## src/rtl/selector_n_pipe.sv

```systemverilog
// selector_n_pipe: N-way WIDTH-bit registered selector with valid/ready on
// both sides. A main register M drives the outputs. A skid register S holds
// a second beat, so the block can accept one beat per cycle while InReady is
// registered.
module selector_n_pipe #(
  parameter int WIDTH = 32,
  parameter int N     = 4,
  parameter int SEL_W = 2
) (
  input  logic               CLK,
  input  logic               Reset,
  input  logic [N*WIDTH-1:0] DataIn,
  input  logic [SEL_W-1:0]   Selection,
  input  logic               InValid,
  output logic               InReady,
  output logic [WIDTH-1:0]   DataOut,
  output logic               SelError,
  output logic               OutValid,
  input  logic               OutReady
);

  // EMPTY: M and S invalid; ONE: only M valid; TWO: M and S valid.
  typedef enum logic [1:0] {EMPTY, ONE, TWO} state_t;

  state_t           state, nextState;
  logic [WIDTH-1:0] mData, sData, pickData;
  logic             mErr, sErr, pickErr;
  logic             inReadyQ;
  logic             inFire, outFire;
  logic             loadM, loadS, moveS;

  // Select the channel. Any code >= N (including unused codes when N is not
  // a power of two) falls back to the last channel and is flagged.
  always_comb begin
    pickData = DataIn[(N-1)*WIDTH +: WIDTH];
    pickErr  = 1'b1;
    for (int unsigned k = 0; k < N; k++) begin
      if (32'(Selection) == k) begin
        pickData = DataIn[k*WIDTH +: WIDTH];
        pickErr  = 1'b0;
      end
    end
  end

  // Next state and register load controls for the two-entry skid buffer.
  always_comb begin
    nextState = state;
    loadM     = 1'b0;
    loadS     = 1'b0;
    moveS     = 1'b0;
    inFire    = InValid & inReadyQ;
    outFire   = (state != EMPTY) & OutReady;
    unique case (state)
      EMPTY: begin
        if (inFire) begin
          loadM     = 1'b1;
          nextState = ONE;
        end
      end
      ONE: begin
        if (inFire && outFire) begin
          loadM = 1'b1;
        end else if (inFire) begin
          loadS     = 1'b1;
          nextState = TWO;
        end else if (outFire) begin
          nextState = EMPTY;
        end
      end
      TWO: begin
        if (outFire) begin
          moveS     = 1'b1;
          nextState = ONE;
        end
      end
      default: nextState = EMPTY;
    endcase
  end

  // State register. InReady is registered from the next state, so it has no
  // combinational path from OutReady.
  always_ff @(posedge CLK) begin
    if (Reset) begin
      state    <= EMPTY;
      inReadyQ <= 1'b1;
    end else begin
      state    <= nextState;
      inReadyQ <= (nextState != TWO);
    end
  end

  // Datapath registers M and S.
  always_ff @(posedge CLK) begin
    if (Reset) begin
      mData <= '0;
      mErr  <= 1'b0;
      sData <= '0;
      sErr  <= 1'b0;
    end else begin
      if (loadM) begin
        mData <= pickData;
        mErr  <= pickErr;
      end else if (moveS) begin
        mData <= sData;
        mErr  <= sErr;
      end
      if (loadS) begin
        sData <= pickData;
        sErr  <= pickErr;
      end
    end
  end

  assign DataOut  = mData;
  assign SelError = mErr;
  assign OutValid = (state != EMPTY);
  assign InReady  = inReadyQ;

endmodule

```

## config.mk

```make
export PLATFORM = sky130hd
export DESIGN_NAME = selector_n_pipe
export DESIGN_NICKNAME = d
export VERILOG_FILES = /design/src/rtl/selector_n_pipe.sv
export SDC_FILE = /design/constraint.sdc
export NUM_CORES = 1
export LEC_CHECK = 0
export ABC_AREA = 0
export CAP_MARGIN = 20
export CORE_ASPECT_RATIO = 0.7
export CORE_MARGIN = 2
export CORE_UTILIZATION = 43
export CTS_CLUSTER_SIZE = 28
export DETAILED_ROUTE_END_ITERATION = 8
export PLACE_DENSITY = 0.93
export SLEW_MARGIN = 20
export SYNTH_ARGS = -nofsm -noshare
export SYNTH_HDL_FRONTEND = slang
export SYNTH_SLANG_ARGS = --single-unit
```

## constraint.sdc

```tcl
create_clock -name CLK -period 5 [get_ports CLK]
set_clock_uncertainty 0.05 [all_clocks]
set_input_delay 0.75 -clock CLK [delete_from_list [all_inputs] [get_ports CLK]]
set_output_delay 0.75 -clock CLK [all_outputs]
set_load 0.01 [all_outputs]
```

==> results of run 1 <==
how the worst min path moves through the flow:
stage | to | slack, ps | cells past startpoint
floorplan | sData[0] | 380 | 2
detailed placement | sData[7] | 390 | 2
finish | sData[4] | 400 | 2
global route | sData[4] | 420 | 2
CTS | sData[7] | 400 | 2
global placement | sData[1] | 390 | 2
placed cells by master (no fill, tap or decap):
master / synthesis / layout
nor2b_4: 0 / 1
a221oi_1: 4 / 4
clkdlybuf4s50_1: 0 / 165
o22a_1: 1 / 1
dfxtp_1: 69 / 69
a221o_1: 28 / 28
nor2_4: 0 / 1
inv_1: 5 / 5
clkbuf_8: 0 / 9
inv_6: 0 / 3
nand4b_1: 1 / 1
and2_1: 28 / 28
buf_8: 0 / 2
and3b_1: 2 / 2
nor3_4: 0 / 1
a211o_1: 1 / 1
buf_4: 1 / 1
nor3b_1: 1 / 1
nand2_1: 68 / 68
nand3_1: 5 / 5
inv_8: 0 / 1
nand2b_1: 2 / 2
clkinvlp_4: 0 / 1
or2_2: 1 / 1
mux2i_1: 1 / 1
buf_2: 7 / 2
nor2_1: 1 / 1
nor2b_1: 2 / 1
a21oi_1: 38 / 38
a21oi_4: 1 / 1
mux4_2: 32 / 32
nor3b_4: 0 / 1
bufinv_16: 0 / 2
metrics by stage:
step / setup slack [ps] / std cells
after global placement: 1807 / 560
after global routing: 2196 / 578
final: 2323 / 578
after floorplan: 2796 / 321
after detailed placement: 1635 / 560
after CTS: 2000 / 576
power by group:
part           total (mW)  switching, mW  internal (mW)
Sequential          0.600         0.0192          0.581
Clock               0.525          0.235          0.290
Combinational       0.315          0.115          0.200
Total                1.44          0.370           1.07
state kept, by name (all words and copies together), names as in the netlist:
register  flops
DataOut      32
sData        32
state         2
InReady       1
SelError      1
sErr          1
metal layers:
| metal | up-vias | part of all wire (%) | GRT usage (%) |
|---|---|---|---|
| met2 | 154 | 53 | 44.07 |
| met4 | 0 | 0.56 | 5.823 |
| met3 | 6 | 10 | 8.235 |
| met5 | - | 0 | 0 |
| li1 | 1501 | - | - |
| met1 | 1537 | 36 | 27.04 |
layout make-up:
class	instances	area share, %
sequential	69	26.07
tap	98	2.314
inverter	5	0.3542
clock inverter	7	1.983
clock buffer	9	2.338
multi-input combinational	220	34.88
timing repair buffer	170	32.07
cells by family (layout without fill, tap and decap cells):
family,after synthesis,after routing,synth area share [%]
multiplexers,33,33,21.75
buffers and inverters,32,191,4.618
AO/OA/AOI/OAI,73,73,16.05
flip-flops,69,69,41.12
AND/OR/NAND/NOR,114,114,16.46
worst min-delay path: cells and delay by family (launching register included):
family / cells / cell delay (ps)
flops: 1 / 310
simple gates: 1 / 50
compound gates: 1 / 50
==> metrics.md, run 1 <==
| Metric | Value |
|---|---|
| Status | completed |
| Worst endpoint data arrival time | around 2900 ps |
| Initial Utilization | 45.10% |
| Area of the multi-input gates | 1848 µm² |
| CP top delay family | simple AND/OR/NAND/NOR gates |
| Pin count of the biggest net entering global routing | 44 |
| Tot Pwr | roughly 1.4 mW |
| Ports | 169 |
| Min cycle time layout | 2677 ps |
| Final wirelength | 10,110 µm |
| Most frequent cell after synthesis | dfxtp_1 |
| Worst Tran Pin Value | around 860 ps |
| Hold path startpoint | sData[4] |
| Max_slew headroom | roughly 42% |
| Largest stage delay on the critical path | 640 ps |
| Die area | 8547 µm² |
| Clk slew on worst S/H paths | 80 ps |
| Max Freq | 373.6 MHz |
| Fill cell count | ~550 |
| # setup viols final | 0 |
| RSZ-0062 raised after global routing | false |
| Max Cap Viol | 0 |
| Congestion Overflow GR | 0 |
| Synth top cells by count | dfxtp_1, nand2_1, a21oi_1, mux4_2 |
| CTS Buf Count | 9 |
| Share of cells above drive strength 1 | approximately 12% |
| Post-synth top area share | 41.12% |
| Final Max Slew Viols | 0 |
| CTS max path bufs | 2 |
| Final hold slack | ~400 ps |
| Slowest CP cell | nor2b_4 |
| Antenna Violating Nets Remaining | 0 |
| Syn-to-layout area delta | 57.73% |
| P_leak | 1.903 nW |
| Crit. End Element | flip-flop |
| R2R Path End | DataOut[24] |
| Reg area | ~1400 µm² |
| WS Path Type | input port to flip-flop |
| CP Cell Sequence | clkdlybuf4s50_1, nand2b_1, a21oi_4, nor2b_4, a221o_1 |
| Hold Vio Cnt, Final | 0 |
| Placed Area | 5027 µm² |
| Reg2reg start | state[1] |
| FP Rows | 26 |
| CP Launch Type | input port |
| Die Y | 77.95 µm |
| Fin util | 71.13% |
| Syn_nets | 455 |
| Clock sinks | just under 70 |
| Pwr dens | 271.8 nW/µm² |
| Core ar. | ~7400 µm² |
| Worst Path Buf+Inv | 1 |
| N_diodes | 0 |
| Data required time of the worst path | 5240 ps |
| Post-Syn Area per Cell | about 10 µm² |
| Vias in the first global route | about 3,300 |
| Post-CTS sizing | 0 |
| Post-synth EDFFs | 0 |
| GP Congestion | 0.7904 |
| Port bufs | 168 |
| Vias | about 3,200 |
| Hold-fix buffers, CTS | 0 |
| Final #Nets | 609 |
| # DRC | 0 |
| Post-CTS Setup Bufs | 0 |
| Hold Path Class | flip-flop to flip-flop |
| Most area-hungry cell type in the Yosys netlist | dfxtp_1 |
| Post-synth ARST share | 0% |
| Syn Inst Count | between 300 and 400 |
| Prevailing post-synth register cell | dfxtp_1 |
| Yosys cell types | 28 |
| Synthesized cell area | around 3400 µm² |
| Drt pass-1 iters | 4 |
| Seq cells post-synth | 69 |
| Worst VDD drop | between 150 and 200 µV |
| Wirelength per Cell | about 17 µm |
| Register-to-register setup slack | 2820 ps |
| Total GRT Usage | 24.26% |
| Iter 0 DRT Violations | ~150 |
| Clock root buffer | clkbuf_8 |
| CP endpoint | DataOut[24] |
| Via density per instance | between 5 and 6 |
| WP depth | 5 |
| Seq/Total Area, Yosys | 41.12% |
| First-pass GRT wire length | 15,880 µm |
| H-tree levels | 3 |
| Die X | 109.6 µm |
| Post-DP HPWL | 7437 µm |
| Synth top area cells | dfxtp_1, mux4_2, a221o_1 |
| Yosys synthesis warning count | 0 |
| Critical path origin | OutReady |
| Finished Cell Area | 5299 µm² |
| Total Neg Setup Slack | 0 ps |
| Clk Latency, worst-skew pair | 340 ps |
| Initial antenna violation count | 0 |
| Final period util | a little over half |
| Critical Path Fanout Max | 28 |
| CTS tree | built |
| Worst Reg-to-Reg Cells | 4 |
(Power assumes the default switching activity.)
==> run 2: changes to the inputs <==
Settings changed: CORE_UTILIZATION 43 to 40, PLACE_DENSITY 0.93 to 0.88.
Clock period 5 ns to 2.5 ns, I/O delays scaled along.
==> run 2 against run 1 <==
- largest power group is now clock
- global-route usage shrank 2.8 points
- core utilization shrank 2.8 points
- first-iteration DRC count shrank 2.6%
- flip-flop and latch count is the same
- sequential power grew 100%
==> metrics.md, run 2 (same netlist as run 1, synthesis figures left out) <==
| Metric | Value |
|---|---|
| N_diodes | 0 (unchanged) |
| Hold-fix buffers, CTS | 0 (unchanged) |
| Placed cell count | 576 (+2.9%) |
| CP Launch Type | flip-flop |
| Final Max Slew Viols | 0 (unchanged) |
| Wirelength per Cell | 16.52 µm (-5.6%) |
| Clock root buffer | clkbuf_16 |
| First-pass GRT wire length | 15,380 µm (-3.1%) |
| Die X | 113.5 µm (+3.5%) |
| Congestion Overflow GR | 0 (unchanged) |
| Max Freq | around 510 MHz |
| Initial Utilization | 41.96% (-3.1 points) |
| Reg2reg start | state[1] |
| Hold Path Class | flip-flop to flip-flop |
| Share of cells above drive strength 1 | 14.05% (+1.8 points) |
| Port bufs | 168 (unchanged) |
| Most common cell after layout, fill and taps aside | clkdlybuf4s50_1 |
| Core ar. | 8006 µm² (+7.5%) |
| Top routing layer in use | met4 |
| Worst VDD drop | 354.8 µV (+120%) |
| CTS tree | built |
| FP Rows | 27 (+3.8%) |
| Total GRT Usage | 21.47% (-2.8 points) |
| Worst Tran Pin Value | 909.0 ps (+44.61 ps) |
| Max_slew headroom | 39.34% (-3.0 points) |
| Wire length on met1 | 3871 µm (+5.8%) |
| GP Congestion | 0.7774 (-1.6%) |
| Final #Nets | 620 (+1.8%) |
| Met2 routed wirelength | 4888 µm (-8.9%) |
| Status | completed |
| Initial antenna violation count | 0 (unchanged) |
| CTS max path bufs | 2 (unchanged) |
| Critical path origin | state[1] |
| CTS Buf Count | 9 (unchanged) |
| # setup viols final | 0 (unchanged) |
| Most frequent cells in the layout | clkdlybuf4s50_1, dfxtp_1, nand2_1 |
| Max Cap Viol | 0 (unchanged) |
| Hold path startpoint | sData[1] |
| Worst endpoint data arrival time | 1530 ps (-1390 ps) |
| Final wirelength | 9779 µm (-3.3%) |
| # DRC | 0 (unchanged) |
| Clk slew on worst S/H paths | 60 ps (-20 ps) |
| Clock sinks | 69 (unchanged) |
| Pin count of the biggest net entering global routing | 33 (-25%) |
| H-tree levels | 3 (unchanged) |
| WS Path Type | flip-flop to output pin |
| Clk Latency, worst-skew pair | 320 ps (-20 ps) |
| Die area | 9159 µm² (+7.2%) |
| Drt pass-1 iters | 4 (unchanged) |
| Vias | 3,209 (+0.34%) |
| Final Non-Filler Cells | 592 (+2.4%) |
| Vias in the first global route | 3,300 (-0.72%) |
| Final hold slack | 399.6 ps (-2.532 ps) |
| Min cycle time layout | between 1500 and 2000 ps |
| Hold Vio Cnt, Final | 0 (unchanged) |
| Final period util | between 70% and 80% |
| Tot Pwr | 3.094 mW (+110%) |
| Met3 Wirelength | 890 µm (-13%) |
| P_leak | 1.979 nW (+4.0%) |
| Crit. End Element | output pin |
| Data required time of the worst path | 2080 ps (-3160 ps) |
| Pwr dens | 565.8 nW/µm² (+110%) |
| RSZ-0062 raised after global routing | false |
| Syn-to-layout area delta | 62.76% |
| Post-CTS sizing | 0 (unchanged) |
| Via density per instance | 5.421 (-2.0%) |
| Ports | 169 (unchanged) |
| Critical Path Fanout Max | 8 (-71%) |
| Iter 0 DRT Violations | 147 (-2.6%) |
| Antenna Violating Nets Remaining | 0 (unchanged) |
| Post-DP HPWL | 7335 µm (-1.4%) |
| Post-CTS Setup Bufs | 0 (unchanged) |
| Die Y | 80.68 µm (+3.5%) |
-- run 2: metrics by stage --
step           worst slack [ps]  TNS (ps)  utilization, %  cell area (µm²)
2_1_floorplan             671.2         0               -             3359
3_3_place_gp             -21.47    -529.8           64.43             5159
3_5_place_dp             -96.80     -2233           64.43             5159
4_1_cts                   216.6         0           68.17             5458
5_1_grt                   417.8         0           68.29             5468
6_report                  547.6         0           68.29             5468
-- run 2: worst paths after layout --
check,to,slack (ps),cells past startpoint
max,OutValid,550,2
min,sData[1],400,2
min reg2reg,sData[1],400,2
max reg2reg,DataOut[16],550,4
-- run 2: final cells by class --
cell class              instances  area (µm²)
flip-flops and latches         69        1381
well taps                     101       126.4
clock buffers                   9       225.2
multi-input cells             220        1848
fillers                       614        2539
inverters                       5       18.77
repair buffers                181        1794
clock inverters                 7       73.82
-- run 2: power breakdown --
part           leakage [nW]  internal [mW]  switching [mW]
clock network         0.134          0.772           0.474
registers             0.563           1.16          0.0362
logic                  1.28          0.415           0.231
-- run 2: per-layer routing --
metal / vias to the layer above / track usage [%]
met5: - / 0
met4: 0 / 7.073
met3: 13 / 5.962
met2: 138 / 39.40
met1: 1530 / 24.27
li1: 1528 / -
-- run 2: worst max-delay path: stages (launching register included) --
cell and delay [ps]:
dfxtp_1 390, or2_2 320, clkdlybuf4s50_1 490
